**src/rtl/decode.sv**
```systemverilog
// Instruction-decode stage: 32x32 register file with combinational rs/rt reads,
// write-back to rd or rt, read-during-write bypass, and 16-bit immediate sign extension.
module decode (
  input  logic        clk,
  input  logic        reset,
  input  logic [31:0] instruction,
  input  logic [31:0] wr_data,
  input  logic        RegDst,
  input  logic        RegWrite,
  output logic [31:0] rd_out1,
  output logic [31:0] rd_out2,
  output logic [31:0] sign_extend
);

  logic [31:0] regs_q [32];
  logic [31:0] regs_d [32];

  logic [4:0] rs_addr;
  logic [4:0] rt_addr;
  logic [4:0] rd_addr;
  logic [4:0] wr_addr;
  logic       wr_en;

  // Opcode and funct are decoded by the external control unit.
  logic unused_ctrl_fields;
  assign unused_ctrl_fields = ^{instruction[31:26], instruction[10:0]};

  assign rs_addr = instruction[25:21];
  assign rt_addr = instruction[20:16];
  assign rd_addr = instruction[15:11];

  always_comb begin
    wr_addr = RegDst ? rd_addr : rt_addr;
    // A write only takes effect outside reset and never to $0.
    wr_en   = RegWrite && !reset && (wr_addr != 5'd0);
  end

  always_comb begin
    for (int i = 0; i < 32; i++) begin
      regs_d[i] = regs_q[i];
    end
    if (reset) begin
      for (int i = 0; i < 32; i++) begin
        regs_d[i] = 32'd0;
      end
    end else if (wr_en) begin
      regs_d[wr_addr] = wr_data;
    end
  end

  always_ff @(posedge clk) begin
    for (int i = 0; i < 32; i++) begin
      regs_q[i] <= regs_d[i];
    end
  end

  always_comb begin
    if (rs_addr == 5'd0) begin
      rd_out1 = 32'd0;
    end else if (wr_en && (rs_addr == wr_addr)) begin
      rd_out1 = wr_data;
    end else begin
      rd_out1 = regs_q[rs_addr];
    end
  end

  always_comb begin
    if (rt_addr == 5'd0) begin
      rd_out2 = 32'd0;
    end else if (wr_en && (rt_addr == wr_addr)) begin
      rd_out2 = wr_data;
    end else begin
      rd_out2 = regs_q[rt_addr];
    end
  end

  assign sign_extend = {{16{instruction[15]}}, instruction[15:0]};

endmodule

```
**config.mk**
```make
export PLATFORM = sky130hd
export DESIGN_NAME = decode
export DESIGN_NICKNAME = d
export VERILOG_FILES = /design/src/rtl/decode.sv
export SDC_FILE = /design/constraint.sdc
export NUM_CORES = 2
export LEC_CHECK = 0
export CAP_MARGIN = 20
export CORE_UTILIZATION = 50
export CTS_CLUSTER_DIAMETER = 80
export DETAILED_ROUTE_END_ITERATION = 8
export GPL_TIMING_DRIVEN = 0
export PLACE_DENSITY = 0.64
export SKIP_CTS_REPAIR_TIMING = 1
export SYNTH_ARGS = -nofsm -noshare
export SYNTH_HDL_FRONTEND = slang
export SYNTH_SLANG_ARGS = --single-unit
```
**constraint.sdc**
```tcl
create_clock -name clk -period 3.8 [get_ports clk]
set_input_delay 0.95 -clock clk [delete_from_list [all_inputs] [get_ports clk]]
set_output_delay 0.95 -clock clk [all_outputs]
set_load 0.02 [all_outputs]
```
### Word level (Yosys, flattened, before mapping)

Memory sizes are Yosys's and may differ from the RTL's.
Index checks and enable logic that the tools add are counted.

* bits in registers: 0
* bits in latches: 0
* RAM bits: 1024
* ROM bits: 0
* logic and storage cells: 25
* memories kept: 1

* $add $sub $neg: 0
* multipliers: 0
* div/mod/pow operators: 0
* order comparisons: 2
* equality and inequality tests: 2
* shifts and indexed selects: 0
* mux-type cells: 10
* bitwise operators: 1
* reductions and logical operators: 9

Memories
* regs_q: depth 32, width 32, rd ports 34, clocked after Yosys merged registers in 0, wr ports 32, line 15 `logic [31:0] regs_q [32];`

Operator list (number)
* 2-to-1 mux 1024 bit: 2
* bitwise mux 1024 bit: 1
* demux 32 bit (select 5 bit): 1
* 2-to-1 mux 32 bit: 5
* equality test 5 bit: 2
* zero test 5 bit: 2
* greater-or-equal comparator 6 bit (second input constant): 1
* less-than comparator 6 x 1 -> 1 bit (second input constant): 1
* inverter 5 -> 6 bit: 1
* logical AND 1 bit: 5
* 2-to-1 mux 5 bit: 1
* nonzero test 5 bit: 1
* zero test 1 bit: 1

### Longest topological paths before layout

* depth after elaboration: 9
* depth in mapped cells: 11

### Least setup slack after synthesis

OpenSTA, ideal clock, no wires.

* kind: input port to output port
* from: input port RegDst
* to: output port rd_out2[10]
* arrival: 2.846 ns
* required time: 2.850 ns
* slack: 0.004 ns
* stages: 7
* buffers on the path: 2
* path through: buf_4 o32ai_2 a311o_1 a21o_1 clkbuf_1 nor2_1 nor3_1

* longest elaborated chain between the ends: 6
* elaborated cells on any way between the ends: 7
* those cells by class: 1 x eq/ne; 3 x mux; 3 x reduce/logical

RTL lines
* start, declared: line 8 `input logic RegDst,`
* 2-to-1 mux 5 bit *: line 33 `wr_addr = RegDst ? rd_addr : rt_addr;`
* nonzero test 5 bit: line 35 `wr_en = RegWrite && !reset && (wr_addr != 5'd0);`
* logical AND 1 bit: line 35
* logical AND 1 bit *: line 70 `end else if (wr_en && (rt_addr == wr_addr)) begin`
* 2-to-1 mux 32 bit *: line 70
* 2-to-1 mux 32 bit *: line 68 `if (rt_addr == 5'd0) begin`
* end, declared: line 11 `output logic [31:0] rd_out2,`

Mark *: on every way between the ends. The rest lies on a longest branch, timed or not.

### Worst setup path in the final report

* from: input port instruction[16]
* to: output port rd_out2[12]

* longest elaborated chain between the ends: 6
* elaborated cells on any way between the ends: 9
* those cells by class: 1 x eq/ne; 3 x mux; 4 x reduce/logical; 1 x memory

RTL lines
* start, declared: line 6 `input logic [31:0] instruction,`
* branches (longest 5 deep; another with memory read (32 x 32 bit))
* 2-to-1 mux 32 bit *: line 68

Every way passes the cells marked *.

==> impl_metrics.json <==
{
  "gr-usage-all-layers": 0.3694,
  "status": "finished with violations",
  "yosys-top-cells-count": "nand2_1, dfxtp_1, a21oi_1, mux2i_1, nor2_1",
  "hpwlAfterDp_um": 161000,
  "detail_route.wirelength_um": 209600,
  "boundaryPins": 164,
  "ys_warn_count": 0,
  "syn_nets": 5776,
  "die_h_um": 326.3,
  "core_um2": 103900,
  "cts-root-buf": "clkbuf_16",
  "p_clk_frac": 0.446,
  "rsz0062_at_grt": "true",
  "grt_pass1_wl_um": 287800,
  "tightest_slew_ns": 1.257,
  "cp.arrival_ns": 3.26,
  "dp_cells": 7200,
  "yosys.area_share.simple": 0.1575,
  "hold_path_class": "reg2reg",
  "grt_max_degree": 23,
  "maxCapViolations": 0,
  "yosys.cell_count.top_type": "nand2_1",
  "cts_buffers": 111,
  "detail_route.first_pass.iterations": 7,
  "cts_htree_levels": 3,
  "grt_overflow_total": 0,
  "synth_area_um2": 52580,
  "max_slew_margin": 0.1591,
  "drive_gt1_frac": 0.2296,
  "violations": "setup timing",
  "min_period_ns": 4.208,
  "clk_latency_ns": 0.72,
  "finalHoldViolations": 0,
  "synthTopCellsByArea": "dfxtp_1, mux4_2, mux2i_1",
  "drt_iter0_markers": 6749,
  "synth_seq_cells": 1024,
  "fin_skew_ns": 0,
  "portBuffers": 107,
  "ant_nets": 0,
  "drc_errors": 0,
  "cp.required_ns": 2.85,
  "p_sw_frac": 0.2686,
  "powerDensity_nw_per_um2": 393.1,
  "vdd_drop_max_uv": 352.1,
  "ys.flop_type": "dfxtp_1",
  "synth-adder-area-share": 0,
  "finalSetupViolations": 64,
  "drv_slew": 0,
  "synth.area.mux_share": 0.2965,
  "fp.dieW_um": 326.3,
  "grt_pass1_vias": 43410,
  "comb_power_share": 0.121,
  "synthDistinctLibCells": 49,
  "cp_max_fo": 7,
  "tritoncts": "yes",
  "tns_ns": -12.48,
  "final_cell_area_um2": 63510,
  "largest_register_ff_count": 1024,
  "synth_compound_gate_area_share": 0.09959,
  "cp_num_buf_inv": 7,
  "area_delta_synth_final_pct": 20.78,
  "synth.top_cell.area_share": 0.3899,
  "finalCritPeriodShare": 1.107,
  "synth_top_family_by_area": "multiplexers",
  "nFillCells": 8962,
  "r2r_slack_ns": 2.81,
  "syn-mean-instance-area_um2": 9.211,
  "die_area_um2": 106500,
  "fin_ws_ns": -0.4078,
  "seq_area_frac_synth": 0.3899,
  "internal_power_mw": 18.26,
  "start_util": 0.5059,
  "synth.largest_area_cell": "dfxtp_1",
  "switching_power_mw": 6.706,
  "regMostFlops": "regs_q",
  "clk_pin_slew_worst_paths_ns": 0.06,
  "hold_ws_ns": 0.4645,
  "antenna_found_initial": 7,
  "crit_path_end_kind": "output pin",
  "routed_via_density": 6.297,
  "finalNonFillerCells": 7481,
  "place.gp.congestion": 1.046,
  "rows": 118,
  "clock_sinks": 1024,
  "async_flop_share": 0,
  "cpMaxStageDelayCell": "nor3_4",
  "fin_nets": 6077,
  "slowest_delay_ns": 0.36,
  "post_drt_wl_per_cell_um": 28.02,
  "p_leak_nw": 24.73,
  "cp_cell_sequence": "buf_16 -> buf_16 -> buf_16 -> buf_16 -> nor2b_4 -> buf_12 -> clkbuf_16 -> a22oi_2 -> a31oi_1 -> o21ai_1 -> nor3_2 -> nor3_4 -> buf_6",
  "placed_area_um2": 55440,
  "crit_type": "in2out",
  "synth-edff-count": 0,
  "p_seq_frac": 0.433,
  "post-place-ws_ns": -2.630,
  "crit_family": "buffers and inverters",
  "synthXorXnorAreaFrac": 0.001666,
  "start_kind": "input port",
  "crit_top_cell": "buf_16",
  "reg_top3": "regs_q (1024)",
  "clockBufferDepth": 3,
  "vias": 47110,
  "synth_cells": 5708,
  "max_freq_mhz": 237.7
}
cell type report:
type | count | area (um^2) | area share
Clock buffer | 160 | 3264 | 0.05140
Inverter | 6 | 25.02 | 0.0003940
Timing Repair Buffer | 193 | 2261 | 0.03560
Antenna cell | 3 | 7.507 | 0.0001182
Clock inverter | 42 | 421.7 | 0.006639
Multi-Input combinational cell | 4022 | 31060 | 0.4892
Tap cell | 1380 | 1727 | 0.02719
Sequential cell | 1024 | 20500 | 0.3228
Buffer | 651 | 4237 | 0.06671
per-stage QoR:
stage	util	total power [mW]
2_1_floorplan	-	12.42
3_3_place_gp	0.5328	13.42
3_5_place_dp	0.5334	13.44
4_1_cts	0.5689	24.34
5_1_grt	0.6109	25.40
6_report	0.6110	24.97
kinds of logic (layout without fill, tap and decap cells):
group,after synthesis,in the layout
flip-flops,1024,1024
XOR/XNOR,10,10
buffers and inverters,662,1052
AO/OA/AOI/OAI,940,940
multiplexers,996,996
AND/OR/NAND/NOR,2076,2076
other,0,3
final timing paths:
check,startpoint,to,cells past startpoint
hold / removal,regs_q[7][10],regs_q[7][10],2
hold reg to reg,regs_q[7][10],regs_q[7][10],2
setup / recovery,instruction[16],rd_out2[12],13
setup reg to reg,regs_q[8][30],regs_q[8][30],2
tightest hold or removal path, stage by stage, from the launching register on:
cell and delay (ns):
dfxtp_1 0.31, nand2_1 0.05, a21oi_1 0.05
per-layer routing:
metal | up-vias | part of all wire | global-route usage
met3 | 541 | 0.13 | 0.1108
met4 | 10 | 0.052 | 0.1612
met1 | 23010 | 0.37 | 0.4841
li1 | 20580 | - | -
met5 | - | 0.0012 | 0
met2 | 2966 | 0.44 | 0.5646
power groups by stage:
stage / combinational, mW / sequential, mW / clock (mW)
after floorplan: 1.38 / 11.0 / 0
after global placement: 2.37 / 11.0 / 0
after detailed placement: 2.39 / 11.0 / 0
after CTS: 2.40 / 10.8 / 11.1
after global routing: 3.05 / 10.8 / 11.5
final: 3.01 / 10.8 / 11.1
placed cells by master (no fill, tap or decap), types with 105 or more instances in the layout:
| cell type | instances |
|---|---|
| nand2_1 | 1316 |
| dfxtp_1 | 1024 |
| a21oi_1 | 640 |
| mux2i_1 | 530 |
| mux4_2 | 449 |
| nor2_1 | 447 |
| clkbuf_1 | 332 |
| clkbuf_16 | 135 |
| buf_2 | 111 |
| buf_4 | 105 |
Note: power is estimated with default switching activity, not from simulation.
